==> src/rtl/cache_ctrl_pkg.sv <==
// Shared types and helpers for the cache valid-bit / tag-array controller.
// Holds the controller state encoding, the cache geometry and the
// one-hot / priority-encode helpers used by the controller and victim picker.
package cache_ctrl_pkg;

  localparam int NUM_SETS = 8;
  localparam int SET_BITS = 3;
  localparam int NUM_WAYS = 4;
  localparam int WAY_BITS = 2;

  typedef enum logic [2:0] {
    IDLE      = 3'd0,
    LOOKUP    = 3'd1,
    MISS_REQ  = 3'd2,
    MISS_WAIT = 3'd3,
    FILL      = 3'd4,
    RESP      = 3'd5,
    FLUSH     = 3'd6
  } state_t;

  // Way index to one-hot way enable.
  function automatic logic [NUM_WAYS-1:0] onehot(input logic [WAY_BITS-1:0] way);
    logic [NUM_WAYS-1:0] v;
    v      = '0;
    v[way] = 1'b1;
    return v;
  endfunction

  // Index of the lowest set bit; 0 when the vector is empty.
  function automatic logic [WAY_BITS-1:0] prio_enc(input logic [NUM_WAYS-1:0] vec);
    logic [WAY_BITS-1:0] idx;
    idx = '0;
    for (int i = NUM_WAYS - 1; i >= 0; i--) begin
      if (vec[i]) idx = WAY_BITS'(i);
    end
    return idx;
  endfunction

endpackage

==> src/rtl/cache_victim_sel.sv <==
// Victim way selection for a miss.
// An invalid way is always preferred (lowest index first); when every way of
// the set is valid the per-set round-robin pointer chooses, and from_rr tells
// the controller that the pointer must advance once the fill is written.
module cache_victim_sel
  import cache_ctrl_pkg::*;
(
  input  logic                clk,
  input  logic                reset,
  input  logic [SET_BITS-1:0] set_idx,
  input  logic [NUM_WAYS-1:0] valid_vec,
  input  logic                advance,
  input  logic                clear_all,
  output logic [WAY_BITS-1:0] victim,
  output logic                from_rr
);

  logic [WAY_BITS-1:0] rr_ptr [NUM_SETS];

  // Per-set round-robin pointers; the WAY_BITS add wraps NUM_WAYS-1 back to 0.
  always_ff @(posedge clk or negedge reset) begin
    if (!reset) begin
      for (int s = 0; s < NUM_SETS; s++) rr_ptr[s] <= '0;
    end else if (clear_all) begin
      for (int s = 0; s < NUM_SETS; s++) rr_ptr[s] <= '0;
    end else if (advance) begin
      rr_ptr[set_idx] <= rr_ptr[set_idx] + 1'b1;
    end
  end

  // Invalid-first pick, falling back to the set's round-robin pointer.
  always_comb begin
    from_rr = &valid_vec;
    victim  = from_rr ? rr_ptr[set_idx] : prio_enc(~valid_vec);
  end

endmodule

==> src/rtl/cache_valid_ctrl.sv <==
// Sequencing controller for a set-associative cache's valid-bit and tag arrays.
// Classifies each lookup as hit or miss, runs the memory refill handshake on a
// miss and writes the chosen victim way valid.
// Optional feature macro: CACHE_VALID_FLUSH_EN adds a whole-cache flush walk.
//
// Handshakes: a transfer happens on a rising edge where the valid and ready of
// the same channel are both 1 (req_valid/req_ready, mem_req_valid/mem_req_ready);
// a valid, once raised, holds until that edge. resp_valid and mem_resp_valid
// are single-cycle pulses with no back-pressure.
module cache_valid_ctrl
  import cache_ctrl_pkg::*;
(
  input  logic                clk,
  input  logic                reset,
  input  logic                req_valid,
  output logic                req_ready,
  input  logic [SET_BITS-1:0] req_set,
  input  logic [NUM_WAYS-1:0] hit_vec,
  input  logic [NUM_WAYS-1:0] valid_vec,
  output logic                mem_req_valid,
  input  logic                mem_req_ready,
  input  logic                mem_resp_valid,
  output logic                valid_write,
  output logic                tag_write,
  output logic [SET_BITS-1:0] valid_set,
  output logic [NUM_WAYS-1:0] valid_way,
  output logic                valid_din,
  output logic                resp_valid,
  output logic                resp_hit,
  output logic [WAY_BITS-1:0] resp_way,
  input  logic                flush_req,
  output logic                flush_busy,
  output state_t              state_dbg
);

  state_t              state;
  logic [SET_BITS-1:0] set_q;
  logic [WAY_BITS-1:0] victim_q;
  logic                from_rr_q;
  logic [WAY_BITS-1:0] victim;
  logic                from_rr;
  logic                rr_advance;
  logic                rr_clear;

  assign state_dbg  = state;
  assign rr_advance = (state == FILL) && from_rr_q;

`ifdef CACHE_VALID_FLUSH_EN
  logic [SET_BITS-1:0] flush_cnt;

  assign rr_clear  = (state == FLUSH);
  // A pending flush blocks new lookups so it wins a same-cycle tie.
  assign req_ready = reset && (state == IDLE) && !flush_req;
`else
  logic unused_flush_req;

  assign unused_flush_req = flush_req;
  assign rr_clear         = 1'b0;
  assign flush_busy       = 1'b0;
  assign req_ready        = reset && (state == IDLE);
`endif

  cache_victim_sel u_victim_sel (
    .clk       (clk),
    .reset     (reset),
    .set_idx   (set_q),
    .valid_vec (valid_vec),
    .advance   (rr_advance),
    .clear_all (rr_clear),
    .victim    (victim),
    .from_rr   (from_rr)
  );

  // Controller FSM; every output is registered and set on the transition into its state.
  always_ff @(posedge clk or negedge reset) begin
    if (!reset) begin
      state         <= IDLE;
      set_q         <= '0;
      victim_q      <= '0;
      from_rr_q     <= 1'b0;
      mem_req_valid <= 1'b0;
      valid_write   <= 1'b0;
      tag_write     <= 1'b0;
      valid_set     <= '0;
      valid_way     <= '0;
      valid_din     <= 1'b0;
      resp_valid    <= 1'b0;
      resp_hit      <= 1'b0;
      resp_way      <= '0;
`ifdef CACHE_VALID_FLUSH_EN
      flush_cnt     <= '0;
      flush_busy    <= 1'b0;
`endif
    end else begin
      // Array strobes and response fields live for one cycle unless re-set below.
      valid_write <= 1'b0;
      tag_write   <= 1'b0;
      valid_set   <= '0;
      valid_way   <= '0;
      valid_din   <= 1'b0;
      resp_valid  <= 1'b0;
      resp_hit    <= 1'b0;
      resp_way    <= '0;

      case (state)
        IDLE: begin
`ifdef CACHE_VALID_FLUSH_EN
          if (flush_req) begin
            state       <= FLUSH;
            flush_cnt   <= '0;
            flush_busy  <= 1'b1;
            valid_write <= 1'b1;
            valid_way   <= '1;
            valid_set   <= '0;
          end else
`endif
          if (req_valid) begin
            set_q <= req_set;
            state <= LOOKUP;
          end
        end

        LOOKUP: begin
          if (|hit_vec) begin
            resp_valid <= 1'b1;
            resp_hit   <= 1'b1;
            resp_way   <= prio_enc(hit_vec);
            state      <= RESP;
          end else begin
            victim_q      <= victim;
            from_rr_q     <= from_rr;
            mem_req_valid <= 1'b1;
            state         <= MISS_REQ;
          end
        end

        MISS_REQ: begin
          if (mem_req_ready) begin
            mem_req_valid <= 1'b0;
            state         <= MISS_WAIT;
          end
        end

        MISS_WAIT: begin
          if (mem_resp_valid) begin
            valid_write <= 1'b1;
            tag_write   <= 1'b1;
            valid_din   <= 1'b1;
            valid_set   <= set_q;
            valid_way   <= onehot(victim_q);
            state       <= FILL;
          end
        end

        FILL: begin
          resp_valid <= 1'b1;
          resp_hit   <= 1'b0;
          resp_way   <= victim_q;
          state      <= RESP;
        end

        RESP: begin
          state <= IDLE;
        end

`ifdef CACHE_VALID_FLUSH_EN
        FLUSH: begin
          if (flush_cnt == SET_BITS'(NUM_SETS - 1)) begin
            flush_busy <= 1'b0;
            state      <= IDLE;
          end else begin
            flush_cnt   <= flush_cnt + 1'b1;
            valid_write <= 1'b1;
            valid_way   <= '1;
            valid_set   <= flush_cnt + 1'b1;
          end
        end
`endif

        default: begin
          state <= IDLE;
        end
      endcase
    end
  end

endmodule
==> config.mk <==
export PLATFORM = sky130hd
export DESIGN_NAME = cache_valid_ctrl
export DESIGN_NICKNAME = d
export VERILOG_FILES = /design/src/rtl/cache_ctrl_pkg.sv /design/src/rtl/cache_victim_sel.sv /design/src/rtl/cache_valid_ctrl.sv
export SDC_FILE = /design/constraint.sdc
export NUM_CORES = 1
export LEC_CHECK = 0
export ABC_AREA = 0
export CAP_MARGIN = 20
export CORE_ASPECT_RATIO = 1.25
export CORE_MARGIN = 4
export CORE_UTILIZATION = 54
export CTS_CLUSTER_DIAMETER = 40
export DETAILED_ROUTE_END_ITERATION = 10
export PLACE_DENSITY_LB_ADDON = 0.3
export SYNTH_ARGS = -nofsm -noshare
export SYNTH_HDL_FRONTEND = slang
export SYNTH_SLANG_ARGS = --single-unit
==> constraint.sdc <==
create_clock -name clk -period 5.4 [get_ports clk]
set_clock_uncertainty 0.2 [all_clocks]
set_input_delay 1.08 -clock clk [delete_from_list [all_inputs] [get_ports clk]]
set_output_delay 1.08 -clock clk [all_outputs]
set_load 0.02 [all_outputs]
[After elaboration in Yosys (flattened, before gate mapping)]
Index checks and enable logic that the tools add are counted.
Storage, ports and cells
  logic and storage cells: 83
  register bits: 38
Cells by class
  $add $sub $neg: 1
  equality and inequality tests: 8
  mux-type cells: 36
  bitwise logic cells: 3
  reduce and logical (&&, ||, !) cells: 12
  order comparisons: 4
Operators with widths (count)
  two-way mux 2 bit: 13
  two-way mux 3 bit: 6
  bitwise mux 16 bit: 1
  case mux 3 bit (5 select lines): 1
  two-way mux 4 bit: 2
  inequality test 2 bit, second input constant: 4
  two-way mux 1 bit: 7
  binary-select mux 2 bit (select 3 bit): 1
  demux 2 bit (select 3 bit): 1
  equality test 3 x 2 -> 1 bit, second input constant: 2
  AND reduction 3 bit: 2
  greater-or-equal comparator 4 bit, second input constant: 1
  logical AND 1 bit: 4
  < comparator 4 x 1 -> 1 bit, second input constant: 1
  NOT 3 -> 4 bit: 1
  NOT 4 bit: 1
  case mux 1 bit (2 select lines): 2
  case mux 2 bit (2 select lines): 1
  AND reduction 2 bit: 2
  AND reduction 4 bit: 1
  OR reduction 4 bit: 1
  equality test 3 x 1 -> 1 bit, second input constant: 1
  equality test 3 bit, second input constant: 1
  zero test 3 bit: 1
  6 further kinds: 6

[Longest topological paths before layout]
Gate-level depths: netlist (run 1).
  word-level depth: 6
  depth in mapped cells: 5

[Hierarchy]
A second synthesis (run 1) with hierarchy kept.
Unflattened totals
  cells, all modules: 208
  area, all modules: 2084.5 um^2
By module, submodules not included
  cache_victim_sel: seq. area each 400.4 um^2, cells each 120, times used 1, area each 1114.8 um^2
  cache_valid_ctrl: seq. area each 550.5 um^2, cells each 88, times used 1, area each 969.7 um^2

[Least setup slack after synthesis (run 1)]
Ideal clock, no wire load.
  path type: input-to-output
  start: input reset
  end: output req_ready
  setup slack: 2.830 ns
  arrival: 1.290 ns
  stages on the path: 1
  buffers on the path: 0
  required time: 4.120 ns
  cells stage by stage: and2_1
On the way
  cells in the longest elaborated chain, start to end: 1
Ends and longest elaborated chain
  from (decl): RTL line cache_valid_ctrl.sv:14  | input logic reset,
  logical AND 1 bit: RTL line cache_valid_ctrl.sv:60  | assign req_ready = reset && (state == IDLE);
  to (decl): RTL line cache_valid_ctrl.sv:16  | output logic req_ready,
Every way passes these cells.

[Final worst setup path (run 1)]
Same ends and word-level chain as after synthesis.

==> qor.yml, run 1 <==
setup_path:
  critPathMaxStageDelay_ps: 600
  crit_arrival_ps: 2330
  timing.reg2reg.worst_path_depth: 4
  cp_common_cell: "clkdlybuf4s50_1"
  crit_family: "buffers and inverters"
  cpMaxStageDelayCell: "clkdlybuf4s50_1"
  reg2reg_to: "u_victim_sel.rr_ptr[5]"
  worstPathCellList: "clkdlybuf4s50_1 -> and2_1 -> clkdlybuf4s50_1"
  cp.required_ps: 4120
  crit_type: "input port to primary output"
  cp_max_fo: 2
  r2r_setup_slack_ps: 3050
  end_kind: "primary output"
  startpoint_type: "input port"
  critPathBufInv: 2
  r2r_start: "set_q[0]"
synth:
  syn_inst: 146
  synth_cell_types: 41
  synth.avg_cell_area_um2: 12.1
  syn_area_um2: 1770
  synthTopCellsByArea: "dfrtp_1 54%, mux2_2 7.0%, mux2_1 5.1%"
  synth_top_area_frac: 0.539
  syn-num-nets: 163
  yosysWarnings: 0
  yosys_register_bits: 38
  ys_seq_area_frac: 0.539
  yosysTopAreaCell: "dfrtp_1"
detailed_routing:
  drtAntennaViolNets: 0
  dr.pass1.iters: 4
  drt_iter0_markers: 22
  drcViolationCount: 0
  wl_per_cell_um: 16.3
  num_vias: 1230
  drt_wl_total_um: 3520
  detail_route.vias_per_cell: 5.69
sta:
  setup_viol: 0
  hold_violations: 0
  relSlewSlack: 0.528
  fin_crit_ps: 3610
  period_share: 0.669
  clock.fmax_mhz: 277
  grt_setup_unrepaired: "false"
  tightestPinTransition_ps: 702
  setup_tns_ps: 0
  final_max_slew_viol_count: 0
die:
  start_util: 0.583
  die_h_um: 71.9
  dieArea_um2: 4250
  rows: 22
  die_x_um: 59.1
  core-area_um2: 3030
  ios: 37
final_layout:
  final_common_cell: "dfrtp_1"
  fin_nets: 196
  mostFrequentLayoutCells: "38 x dfrtp_1, 34 x clkdlybuf4s50_1, 14 x nor2_1"
  drive_gt1_frac: 0.144
  antenna_cells: 0
  fin_area_um2: 2170
  area_growth_syn_to_layout_pct: 22.7
global_route:
  gr-usage-met2: 0.317
  grt_max_degree: 39
  top_usage_layer: "met2"
  grt_pass1_wl_um: 6250
  grt_pass1_vias: 1304
  grtUsageMet3: 0.0641
  grtUsageMet1: 0.245
  antenna_found_initial: 0
  overflow: 0
  grtUsageTotal: 0.198
clock_tree:
  clock-sinks: 38
  cts-root-buf: "clkbuf_4"
  post_cts_buffers: 0
  cts_tree: "done"
  clk_latency_ps: 350
  ctsResizeCount: 0
  clkTransAtPathRegs_ps: 110
  ctsHoldBuffers: 0
  cts_buffers: 5
  cts_buffer_depth: 2
  h-tree-depth: 2
flow_run:
  drv_cap: 0
place:
  place.detailed.hpwl_um: 2590
  gp_congestion: 0.819
  io_buffers: 34
  place_area_um2: 2110
power_and_ir_drop:
  power.density_nw_per_um2: 381
  power.leakage_uw: 0.000974
  irDropWorstVdd_mv: 0.298
hold_path:
  min_to: "u_victim_sel.rr_ptr[8]"
  hp-class: "flip-flop to flip-flop"
  worstHoldPathCells: 1
  holdCritStartpoint: "u_victim_sel.rr_ptr[8]"
run_status:
  outcome: "finished clean"
-- sequential cells by signal (all words and copies together), names as in the netlist --
name and flops:
resp_valid 1, mem_req_valid 1, state_dbg 3, victim_q 2, resp_way 2, from_rr_q 1
valid_set 3, resp_hit 1, set_q 3, u_victim_sel.rr_ptr 16, valid_way 4, valid_din 1
-- cells by family (layout without fill, tap and decap cells) --
family	count (synthesis)	after routing	synth area share
multiplexers	25	25	0.191
buffers and inverters	14	48	0.0404
flip-flops	38	38	0.539
XOR/XNOR	1	1	0.00922
AO/OA/AOI/OAI	15	15	0.0595
other	1	1	0.00212
AND/OR/NAND/NOR	52	52	0.159
-- worst max path at each step --
stage                     startpoint        end  slack, ps  cells after the start
final                          reset  req_ready       1790                      3
after global routing           reset  req_ready       1740                      3
after CTS                      reset  req_ready       1770                      3
after detailed placement       reset  req_ready       1790                      3
after global placement         reset  req_ready       1770                      3
after floorplan                reset  req_ready       2830                      1
-- power by group --
| group | switching, µW | internal, µW |
|---|---|---|
| Sequential | 86.2 | 332 |
| Combinational | 113 | 140 |
| Clock | 91.5 | 63.1 |
-- cells in the mapped netlist --
cell type  count
dfrtp_1       38
nor2_1        14
mux2_2        11
mux2_1         8
nand2_1        6
a21oi_1        5
and2_1         5
clkbuf_1       5
nor3_1         5
inv_1          4
mux4_2         4
buf_4          3
nand3_1        3
nand3b_1       3
nor2b_1        3
nor3b_1        3
nor4_1         2
a2111oi_0      1
a221o_1        1
a22oi_1        1
a2bb2oi_1      1
a31oi_1        1
a32o_1         1
a32oi_1        1
and3_1         1
and3b_1        1
and4_1         1
buf_6          1
conb_1         1
inv_2          1
mux2i_1        1
mux2i_4        1
nand2b_1       1
nand4_1        1
nand4b_1       1
o21ai_0        1
o22ai_1        1
o32ai_1        1
or3_1          1
or4_1          1
xor2_2         1
-- layer usage --
metal	wire length, µm	up-vias
met5	0	-
met4	56	0
met3	208	7
met2	1810	39
met1	1440	598
li1	-	586
-- per-stage QoR --
step	setup WS, ps	util	hold slack [ps]	power [µW]	instances
final	1790	0.715	308	826	216
after global routing	1740	0.715	334	876	216
after CTS	1770	0.715	309	831	216
after detailed placement	1790	0.695	283	676	208
after global placement	1770	0.695	271	666	208
after floorplan	2830	-	259	585	146
-- final cells by class --
class                      count  area, µm²
clock buffer                   7       55.1
clock inverter                 1       5.00
fill                         223        862
inverter                       5       18.8
multi-input combinational     94        743
sequential                    38        951
tap                           36       45.0
timing repair buffer          35        348
(Power assumes the default switching activity.)
==> inputs of run 2 (changes only) <==
CORE_UTILIZATION = 50   (was 54)
clock period = 3.45 ns   (was 5.4 ns; I/O delays follow)
==> qor.yml, run 2 (same netlist as run 1, synthesis figures left out) <==
run_status:
  outcome: "finished clean"
hold_path:
  holdCritStartpoint: "u_victim_sel.rr_ptr[9]"
  worstHoldPathCells: 1  # unchanged
  hp-class: "flip-flop to flip-flop"
  min_to: "u_victim_sel.rr_ptr[9]"
clock_tree:
  clock-sinks: 38  # unchanged
  clkTransAtPathRegs_ps: 70  # -40 ps
  cts_buffer_depth: 2  # unchanged
  cts_tree: "done"
  cts_buffers: 5  # unchanged
  ctsHoldBuffers: 0  # unchanged
  ctsResizeCount: 0  # unchanged
  cts-root-buf: "clkbuf_8"
  post_cts_buffers: 0  # unchanged
  h-tree-depth: 2  # unchanged
  clk_latency_ps: 290  # -60 ps
detailed_routing:
  detail_route.vias_per_cell: 5.93  # +4.1%
  num_vias: 1280  # +4.1%
  drt_wl_total_um: 3690  # +4.6%
  drtAntennaViolNets: 0  # unchanged
  wl_per_cell_um: 17.1  # +4.6%
  drt_iter0_markers: 40  # +82%
  drcViolationCount: 0  # unchanged
  dr.pass1.iters: 4  # unchanged
flow_run:
  drv_cap: 0  # unchanged
final_layout:
  multi_input_area_um2: 743  # unchanged
  mostFrequentLayoutCells: "38 x dfrtp_1, 33 x clkdlybuf4s50_1, 14 x nor2_1"
  area_growth_syn_to_layout_pct: 23.5
  fin_area_um2: 2180  # +0.69%
  utilization: 0.659  # -0.0563
  fin_nets: 196  # unchanged
  regMostFlops: "u_victim_sel.rr_ptr"
  antenna_cells: 0  # unchanged
  largest_register_ffs: 16  # unchanged
  seq_area_um2: 951  # unchanged
  final_common_cell: "dfrtp_1"
  drive_gt1_frac: 0.151  # +0.00639
  n_fill_cell: 243  # +9.0%
  reg_top3: "u_victim_sel.rr_ptr: 16 flops, valid_way: 4 flops"
  final_cells: 216  # unchanged
global_route:
  grtUsageMet1: 0.224  # -0.0210
  antenna_found_initial: 0  # unchanged
  grt_max_degree: 39  # unchanged
  grtUsageMet3: 0.0347  # -0.0293
  gr-usage-met2: 0.325  # +0.00775
  grt_pass1_vias: 1393  # +6.8%
  overflow: 0  # unchanged
  grtUsageTotal: 0.192  # -0.00654
  grt_pass1_wl_um: 6330  # +1.2%
  top_usage_layer: "met2"
setup_path:
  crit_family: "buffers and inverters"
  cpMaxStageDelayCell: "clkdlybuf4s50_1"
  critPathMaxStageDelay_ps: 600  # about the same
  startpoint_type: "flip-flop"
  timing.reg2reg.worst_path_depth: 4  # unchanged
  end_kind: "primary output"
  reg2reg_to: "u_victim_sel.rr_ptr[11]"
  crit_type: "flip-flop to primary output"
  cp.depth: 3  # unchanged
  worstPathCellList: "nor3_1 -> and2_1 -> clkdlybuf4s50_1"
  cp_max_fo: 14  # +12
  critPathBufInv: 1  # -1
  r2r_start: "state_dbg[2]"
  crit_arrival_ps: 1860  # -470 ps
  r2r_setup_slack_ps: 1070  # -1980 ps
  cp.required_ps: 2560  # -1560 ps
sta:
  fin_ws_ps: 700  # -1090 ps
  fin_crit_ps: 2750
  period_share: 0.797
  clock.fmax_mhz: 364
  tightestPinTransition_ps: 806  # +104 ps
  final_max_slew_viol_count: 0  # unchanged
  relSlewSlack: 0.459  # -0.0697
  setup_viol: 0  # unchanged
  setup_tns_ps: 0  # unchanged
  hold_violations: 0  # unchanged
  grt_setup_unrepaired: "false"
die:
  die_x_um: 61.1  # +3.4%
  dieArea_um2: 4550  # +7.0%
  die_h_um: 74.4  # +3.5%
  core-area_um2: 3310  # +9.3%
  rows: 23  # +4.5%
  start_util: 0.533  # -0.0496
  ios: 37  # unchanged
place:
  io_buffers: 34  # unchanged
  dp.cells: 209  # +0.48%
  place.detailed.hpwl_um: 2710  # +4.6%
  place_area_um2: 2100  # -0.18%
  gp_congestion: 0.829  # +1.1%
  preCtsSetupSlack_ps: 890  # -902 ps
power_and_ir_drop:
  power.density_nw_per_um2: 617  # +62%
  power.leakage_uw: 0.000983  # +0.87%
  irDropWorstVdd_mv: 0.435  # +46%
## run 2: metal layers
metal  wire [µm]  part of all wire  up-vias
li1            -                 -      589
met1        1450              0.39      645
met2        2010              0.54       36
met3         153             0.042       10
met4          76             0.021        0
met5           0                 0        -
## run 2: worst max-delay path by stage
stage | from | to | slack [ps]
final | state_dbg[1] | req_ready | 700
after global routing | state_dbg[1] | req_ready | 640
after CTS | state_dbg[1] | req_ready | 700
after detailed placement | hit_vec[0] | victim_q[0] | 890
after global placement | hit_vec[0] | victim_q[0] | 960
after floorplan | state_dbg[0] | req_ready | 1450
## run 2: area by class of cell
| type | instances | area share |
|---|---|---|
| inverter | 5 | 0.00861 |
| sequential | 38 | 0.436 |
| timing repair buffer | 35 | 0.157 |
| clock inverter | 2 | 0.00459 |
| multi-input combinational | 94 | 0.341 |
| tap | 37 | 0.0212 |
| clock buffer | 5 | 0.0316 |
## run 2: metrics by stage
step / hold slack (ps) / power (µW)
after floorplan: 194 / 916
after global placement: 271 / 1050
after detailed placement: 280 / 1070
after CTS: 296 / 1360
after global routing: 317 / 1430
final: 292 / 1350
## run 2: worst reg2reg max path, delay by kind of cell (launching register included)
family	cells	cell delay, ps
flip-flops	1	530
multiplexers	1	390
AND/OR/NAND/NOR	3	1140
## run 2: power by group
part | internal (µW) | leakage [µW] | total [µW] | switching (µW)
sequential | 521 | 0.000514 | 658 | 138
clock | 135 | 0.0000438 | 285 | 150
combinational | 218 | 0.000425 | 402 | 184
total | 874 | 0.000983 | 1350 | 471
